### config.mk
export PLATFORM = sky130hd
export DESIGN_NAME = ps2_keys
export DESIGN_NICKNAME = d
export VERILOG_FILES = /design/src/rtl/ps2_pkg.sv /design/src/rtl/ps2_frame_rx.sv /design/src/rtl/ps2_keys.sv
export SDC_FILE = /design/constraint.sdc
export NUM_CORES = 1
export LEC_CHECK = 0
export ABC_CLOCK_PERIOD_IN_PS = 2900
export CORE_AREA = 2 2 80 82
export DETAILED_ROUTE_END_ITERATION = 10
export DIE_AREA = 0 0 82 84
export GPL_TIMING_DRIVEN = 0
export PLACE_DENSITY = 0.65
export SYNTH_ARGS = -nofsm -noshare
export SYNTH_HDL_FRONTEND = slang
export SYNTH_SLANG_ARGS = --single-unit
### constraint.sdc
create_clock -name clk -period 2.9 [get_ports clk]
set_input_delay 0.58 -clock clk [delete_from_list [all_inputs] [get_ports clk]]
set_output_delay 0.58 -clock clk [all_outputs]
set_load 0.005 [all_outputs]
### src/rtl/ps2_pkg.sv
// ps2_pkg: frame FSM state encoding and keyboard scan-code constants shared by the PS/2 receiver.
package ps2_pkg;
  typedef enum logic [1:0] {IDLE, DATA, PARITY, STOP} ps2_state_t;
  localparam logic [7:0] SC_BREAK = 8'hF0;
  localparam logic [7:0] SC_EXT   = 8'hE0;
  localparam logic [7:0] SC_UP    = 8'h75;
  localparam logic [7:0] SC_DOWN  = 8'h72;
  localparam logic [7:0] SC_SPACE = 8'h29;
endpackage

### src/rtl/ps2_frame_rx.sv
// ps2_frame_rx: synchronizes and deglitches the PS/2 pins and assembles 11-bit frames into bytes.
// Ports: clk, reset (async active-low), ps2_clk/ps2_data (raw pins),
//   code (last good byte), code_valid (1-cycle new byte), frame_err (1-cycle rejected frame).
// Optional: PS2_KEYS_PARITY_CHECK_EN enforces odd parity; otherwise the parity bit is ignored.
module ps2_frame_rx
  import ps2_pkg::*;
#(
  parameter int FILTER_LEN     = 8,
  parameter int TIMEOUT_CYCLES = 200000
) (
  input  logic       clk,
  input  logic       reset,
  input  logic       ps2_clk,
  input  logic       ps2_data,
  output logic [7:0] code,
  output logic       code_valid,
  output logic       frame_err
);
  localparam int FW = $clog2(FILTER_LEN + 1);
  localparam int TW = $clog2(TIMEOUT_CYCLES);
  logic          c1, c2, d1, d2, filt, fall;
  logic [FW-1:0] fcnt;
  logic [TW-1:0] tcnt;
  logic [2:0]    bcnt;
  logic [7:0]    sh;
  logic          par_ok;
  ps2_state_t    state;
`ifdef PS2_KEYS_PARITY_CHECK_EN
  logic par;
  assign par_ok = ^{sh, par};
`else
  assign par_ok = 1'b1;
`endif
  // fall is registered in the same cycle the filter commits to low, so the FSM acts one cycle later
  always_ff @(posedge clk or negedge reset) begin
    if (!reset) begin
      {c1, c2, d1, d2} <= 4'hF;
      filt <= 1'b1;
      fcnt <= '0;
      fall <= 1'b0;
    end else begin
      c1 <= ps2_clk;
      c2 <= c1;
      d1 <= ps2_data;
      d2 <= d1;
      fall <= 1'b0;
      if (c2 == filt) fcnt <= '0;
      else if (fcnt == FW'(FILTER_LEN - 1)) begin
        filt <= c2;
        fcnt <= '0;
        fall <= filt;
      end else fcnt <= fcnt + 1'b1;
    end
  end
  always_ff @(posedge clk or negedge reset) begin
    if (!reset) begin
      state      <= IDLE;
      bcnt       <= '0;
      sh         <= '0;
      tcnt       <= '0;
      code       <= '0;
      code_valid <= 1'b0;
      frame_err  <= 1'b0;
`ifdef PS2_KEYS_PARITY_CHECK_EN
      par        <= 1'b0;
`endif
    end else begin
      code_valid <= 1'b0;
      frame_err  <= 1'b0;
      if (fall) begin
        tcnt <= '0;
        case (state)
          IDLE: if (!d2) begin
            state <= DATA;
            bcnt  <= '0;
          end
          DATA: begin
            sh    <= {d2, sh[7:1]};
            bcnt  <= bcnt + 3'd1;
            state <= (bcnt == 3'd7) ? PARITY : DATA;
          end
          PARITY: begin
`ifdef PS2_KEYS_PARITY_CHECK_EN
            par   <= d2;
`endif
            state <= STOP;
          end
          STOP: begin
            if (d2 && par_ok) begin
              code       <= sh;
              code_valid <= 1'b1;
            end else frame_err <= 1'b1;
            state <= IDLE;
          end
        endcase
      end else if (state != IDLE) begin
        // a stalled frame is silently dropped; a keyboard that stops mid-byte is not a framing error
        if (tcnt == TW'(TIMEOUT_CYCLES - 1)) begin
          state <= IDLE;
          tcnt  <= '0;
        end else tcnt <= tcnt + 1'b1;
      end
    end
  end
endmodule

### src/rtl/ps2_keys.sv
// ps2_keys: PS/2 keyboard receiver with make/break decoding into held up/down key levels.
// Ports: clk, reset (async active-low), ps2_clk/ps2_data (raw pins), code/code_valid/frame_err
//   (byte stream from the frame receiver), up (Up-arrow or Space held), down (Down-arrow held).
// Optional: PS2_KEYS_PARITY_CHECK_EN (see ps2_frame_rx).
module ps2_keys
  import ps2_pkg::*;
#(
  parameter int FILTER_LEN     = 8,
  parameter int TIMEOUT_CYCLES = 200000
) (
  input  logic       clk,
  input  logic       reset,
  input  logic       ps2_clk,
  input  logic       ps2_data,
  output logic [7:0] code,
  output logic       code_valid,
  output logic       frame_err,
  output logic       up,
  output logic       down
);
  logic brk, ext;
  ps2_frame_rx #(.FILTER_LEN(FILTER_LEN), .TIMEOUT_CYCLES(TIMEOUT_CYCLES)) u_rx (
    .clk(clk), .reset(reset), .ps2_clk(ps2_clk), .ps2_data(ps2_data),
    .code(code), .code_valid(code_valid), .frame_err(frame_err)
  );
  // prefix bytes only latch flags; the next non-prefix byte consumes and clears them
  always_ff @(posedge clk or negedge reset) begin
    if (!reset) begin
      brk  <= 1'b0;
      ext  <= 1'b0;
      up   <= 1'b0;
      down <= 1'b0;
    end else if (code_valid) begin
      if (code == SC_BREAK) brk <= 1'b1;
      else if (code == SC_EXT) ext <= 1'b1;
      else begin
        up   <= ((ext && code == SC_UP) || (!ext && code == SC_SPACE)) ? !brk : up;
        down <= (ext && code == SC_DOWN) ? !brk : down;
        brk  <= 1'b0;
        ext  <= 1'b0;
      end
    end
  end
endmodule

# Word-level counts from Yosys, hierarchy flattened
# Index checks and enable logic that the tools add are counted.
totals:
  ff_bits: 55
  elab_cells: 83
  inputBits: 4
op_classes:
  addsub: 3
  n_eq_ne: 15
  muxes: 24
  n_reduce_logical: 20
  bitwise: 3
op_table:
  columns: ["operator", "n"]
  rows:
  - ["$mux W18", 3]
  - ["$add A18 B1 Y18 const B", 1]
  - ["$eq A18 B18 Y1 const B", 1]
  - ["$eq A8 B7 Y1 const B", 2]
  - ["$eq A8 B8 Y1 const B", 2]
  - ["$mux W1", 11]
  - ["$mux W2", 5]
  - ["$reduce_and A3 Y1", 3]
  - ["$eq A8 B6 Y1 const B", 1]
  - ["$mux W4", 2]
  - ["$pmux W2 S4", 1]
  - ["$reduce_and A2 Y1", 4]
  - ["$reduce_and A4 Y1", 2]
  - ["$reduce_bool A2 Y1", 4]
  - ["$pmux W3 S2", 1]
  - ["$add A4 B1 Y4 const B", 1]
  - ["$eq A2 B2 Y1 const B", 2]
  - ["$eq A4 B3 Y1 const B", 1]
  - ["$ne A2 B2 Y1 const B", 2]
  - ["$add A3 B1 Y3 const B", 1]
  - ["$eq A3 B3 Y1 const B", 1]
  - ["$logic_and A1 B1 Y1", 3]
  - ["$mux W3", 1]
  - ["$ne A3 B3 Y1 const B", 1]
  - ["6 further kinds", 9]

# Logic depth before layout (Yosys ltp)
logic_depth:
  ltp_word: 4
  ltp_mapped: 6
  depth_no_buf: 5

# Hierarchy
# Synthesis repeated with hierarchy kept, for this count alone.
hier_totals:
  hier_cells: 240
  area_unflattened_um2: 2481.1
by_module_without_submodules:
  columns: ["module", "n_inst", "cells_per_inst", "area_per_inst_um2", "seq_area_each_um2"]
  rows:
  - ["ps2_frame_rx", 1, 215, 2228.4, 1282.5]
  - ["ps2_keys", 1, 25, 252.7, 100.1]

# Worst setup path before layout
# Ideal clock, no wire load.
synth_path:
  path_type: "register -> register"
  from: "register u_rx.tcnt[0]"
  to: "register u_rx.tcnt[7]"
  stages_incl_launch_ff: 7
  arrival_time_ps: 1462
  setup_ps: 119
  slack_ps: 1319
  path_buffers: 1
  required_ps: 2781
  path_cell_list: "dfrtp_1 ha_1 and4bb_1 nand4_4 o31ai_4 buf_6 nor2_2"
synth_via:
  elab_chain_cells: 4
synth_lines:
  columns: ["element", "line", "text"]
  rows:
  - ["start: declaration", "ps2_frame_rx.sv:23", "logic [TW-1:0] tcnt;"]
  - ["start signal: assignment", "ps2_frame_rx.sv:101", "end else tcnt <= tcnt + 1'b1;"]
  - ["$add A18 B1 Y18 or $eq A18 B18 Y1 (tied branches)", "ps2_frame_rx.sv:101, ps2_frame_rx.sv:98", null]
  - ["$mux W18 *", "ps2_frame_rx.sv:98", "if (tcnt == TW'(TIMEOUT_CYCLES - 1)) begin"]
  - ["$mux W18 *", "ps2_frame_rx.sv:96", "end else if (state != IDLE) begin"]
  - ["$mux W18 *", "ps2_frame_rx.sv:70", "if (fall) begin"]
# Every way passes the cells marked *; elsewhere a longest branch is shown, timed or not. The select of a mux whose other input is x is not followed.
# A chain may end at the register's enable or synchronous reset.

# Worst setup path after layout
layout_path:
  from: "register u_rx.code[4]"
  to: "output port code[4]"
layout_rtl:
  columns: ["element", "line", "text"]
  rows:
  - ["start: declaration", "ps2_frame_rx.sv:15", "output logic [7:0] code,"]
  - ["start signal: assignment", "ps2_frame_rx.sv:90", "code <= sh;"]
  - ["end: declaration", "ps2_keys.sv:15", "output logic [7:0] code,"]
# No word-level cell between the ends.

==> flow_summary_export.csv <==
group,metric,value,unit
timing,fin_crit_sh,64.1,%
critical_path,crit_path_cell_trace,"clkdlybuf4s50_1",
routing,avgViaCountPerCell,5.16,
floorplanning,chipWidth,82,um
clocking,clk_latency,0.31,ns
routing,drt_pass1_iterations,4,
synth,yosysSeqAreaShare,52.6,%
critical_path,critPathRequiredTime,2.32,ns
critical_path,critical_path.max_stage_delay,0.53,ns
power_and_ir_drop,p_int,1050,uW
synth,synth_compound_area_share,9.71,%
critical_path,path_delay_family,"buffers and inverters",
cells_and_area,area_delta_synth_final,13.9,%
global_routing,grt_usage,16.1,%
critical_path,reg2reg_setup_slack,1.12,ns
floorplanning,die_area,0.00689,mm2
clocking,cts.sinks,55,
power_and_ir_drop,p_comb_share,5.7,%
worst_hold_path,holdCritPathClass,"input pin to async pin",
routing,drc_errors,0,
timing,final-setup-viol-count,0,
cells_and_area,nets,292,
timing,skew,0.00735,ns
timing,fin_crit,1.86,ns
placed_design,gp_congestion,0.785,
timing,hold_viol,0,
routing,wire_per_inst,12.9,um
timing,tightest_slew,0.724,ns
critical_path,critical_path_buf_inv_count,1,
clocking,cts_setup_buffers,0,
synth,ys_warn_count,0,
status,status,"finished, final reports clean",
placed_design,place_ws,1.16,ns
clocking,cts-root-buf,"clkbuf_8",
floorplanning,io_pins,16,
global_routing,grt_antenna_before_repair,0,
power_and_ir_drop,power_density,455,mW/mm2
timing,rsz0062_at_grt,"no",
cells_and_area,postLayoutCoreUtil,49.1,%
synth,synth-simple-area-share,27.9,%
run,drv_cap,0,
cells_and_area,mostFrequentLayoutCells,"nand2_1, dfrtp_1, nor2_1",
critical_path,worstSetupPathType,"register to primary output",
cells_and_area,antenna_cells,0,
clocking,cts_tree,"yes",
routing,drtIter0Drc,117,
critical_path,critPathSlowestCell,"clkdlybuf4s50_1",
power_and_ir_drop,leakagePower,0.00142,uW
power_and_ir_drop,p_seq_share,60.4,%
placed_design,port_buffers,15,
power_and_ir_drop,p_sw_share,22.6,%
critical_path,r2r_start,"u_rx.tcnt[0]",
critical_path,end_kind,"primary output",
global_routing,grt_max_degree,32,
critical_path,crit_cells,1,
cells_and_area,final_common_cell,"nand2_1",
synth,syn_nets,269,
routing,vias,1867,
power_and_ir_drop,switchingPower,308,uW
synth,yosys-mux-area-fraction,0.809,%
timing,finalWorstSetupSlack,1.04,ns
synth,synth.ff_latch_count,55,
floorplanning,start_util,43.1,%
clocking,cts.reportedPaths.clkPinSlew,0.10,ns
global_routing,grt_pass1_wl,8.62,mm
critical_path,reg2reg_depth,6,
synth,synth_xor_xnor_area_share,3.66,%
synth,yosys.area.top_type,"dfrtp_1",
floorplanning,die_h,84,um
floorplanning,placementRows,29,
clocking,cts_hold_buf,0,
synth,synth_top_family_by_area,"simple AND/OR/NAND/NOR gates",
timing,report.final.slew_viol_count,0,
power_and_ir_drop,p_clk_share,33.8,%
routing,ant_nets,0,
clocking,numCtsBuffers,5,
cells_and_area,final_layout_size_suffix_gt1_share,15.1,%
synth,ys_types,50,
critical_path,crit_fanout,6,
synth,yosysTopAreaCellShare,47.6,%
critical_path,critPathLaunchType,"register",
timing,slew_headroom,51.7,%
synth,synth_area,0.00263,mm2
power_and_ir_drop,irDropWorstVdd,206,uV
global_routing,grt_overflow_total,0,
routing,wl,4.67,mm
synth,avgSynthCellArea,10.1,um2
synth,synthAdderAreaFrac,1.90,%
floorplanning,core,0.00610,mm2
clocking,clk_path_buf_depth,2,
timing,fmax,0.538,GHz
clocking,h-tree-depth,2,
synth,synth.area.top_cells,"dfrtp_1, nand2_1, dfstp_2",
critical_path,arrival,1.28,ns
global_routing,grt_pass1_vias,1818,
synth,syn_inst,261,
placed_design,dp_hpwl,3.33,mm
clocking,cts_resized,0,
critical_path,reg2reg_to,"u_rx.tcnt[3]",
power by group through the flow:
stage | Clock [uW] | Sequential [uW] | Combinational [uW]
2_1_floorplan | 0 | 833 | 48.4
3_3_place_gp | 0 | 836 | 74.7
3_5_place_dp | 0 | 838 | 79.9
4_1_cts | 479 | 823 | 80.4
5_1_grt | 520 | 829 | 88.5
6_report | 461 | 823 | 77.9
state kept, by name, summed over array words and instances (netlist names), 2 cells and up:
register / flops
u_rx.bcnt: 3
u_rx.sh: 8
u_rx.tcnt: 18
u_rx.state: 2
u_rx.code: 8
u_rx.fcnt: 4
metrics by stage:
stage	hold WS [ns]	instance area, um2	total power (uW)	std cells	TNS (ns)
6_report	0.320	2990	1360	362	0
3_5_place_dp	0.348	2890	918	354	0
2_1_floorplan	0.284	2630	882	261	0
4_1_cts	0.349	2990	1380	362	0
5_1_grt	0.361	2990	1440	362	0
3_3_place_gp	0.346	2880	911	353	-23.38
synthesized netlist by cell type (all sizes together):
master / n
and4bb: 1
nand4b: 3
xor2: 5
xnor2: 6
ha: 4
dfrtp: 50
nor4b: 1
o21ai: 11
a21o: 1
nor3: 10
o22ai: 1
nand2: 57
mux2i: 1
nor3b: 3
nor2b: 4
inv: 8
o31ai: 1
or3: 4
a21oi: 11
nor2: 23
a211oi: 1
o41ai: 1
nand2b: 1
clkinv: 1
a31oi: 4
a41oi: 1
and4b: 1
nand3: 7
dfstp: 5
a22o: 2
o311a: 1
and3: 6
buf: 7
mux2: 1
o221ai: 1
and2: 5
nand3b: 1
and4: 3
o32ai: 1
nand4: 6
area by class of cell:
class	count	area (um2)
Buffer	7	56.3
Clock buffer	7	96.3
Clock inverter	1	7.51
Fill cell	548	3100
Inverter	9	33.8
Multi-Input combinational cell	190	1160
Sequential cell	55	1380
Tap cell	77	96.3
Timing Repair Buffer	16	165
worst register-to-register path: stages (launching register included):
cell      delay, ns
dfrtp_1        0.42
ha_1           0.28
and4bb_1       0.27
nand4_4        0.15
o31ai_4        0.29
buf_6          0.21
nor2_2         0.06
per-layer routing:
layer	track usage (%)	part of all wire [%]	vias to the layer above
met5	0	0	-
met4	6.21	1.5	0
met3	4.00	3.5	4
met2	23.1	44	33
met1	23.1	51	887
li1	-	-	943
how the worst max path moves through the flow:
stage	startpoint	to	slack, ns
after global routing	u_rx.code[4]	code[4]	0.93
after global placement	reset	u_rx.fcnt[3]	-0.47
after detailed placement	u_rx.tcnt[0]	u_rx.tcnt[5]	1.16
final	u_rx.code[4]	code[4]	1.04
after CTS	u_rx.code[4]	code[4]	1.02
after floorplan	u_rx.tcnt[0]	u_rx.tcnt[7]	1.32
cell families after synthesis:
logic type      Yosys count
simple gates            136
xor+xnor                 11
fa+ha+maj                 4
compound gates           37
flops                    55
mux                       2
buf+inv                  16
Power figures use the tool's default switching activity.
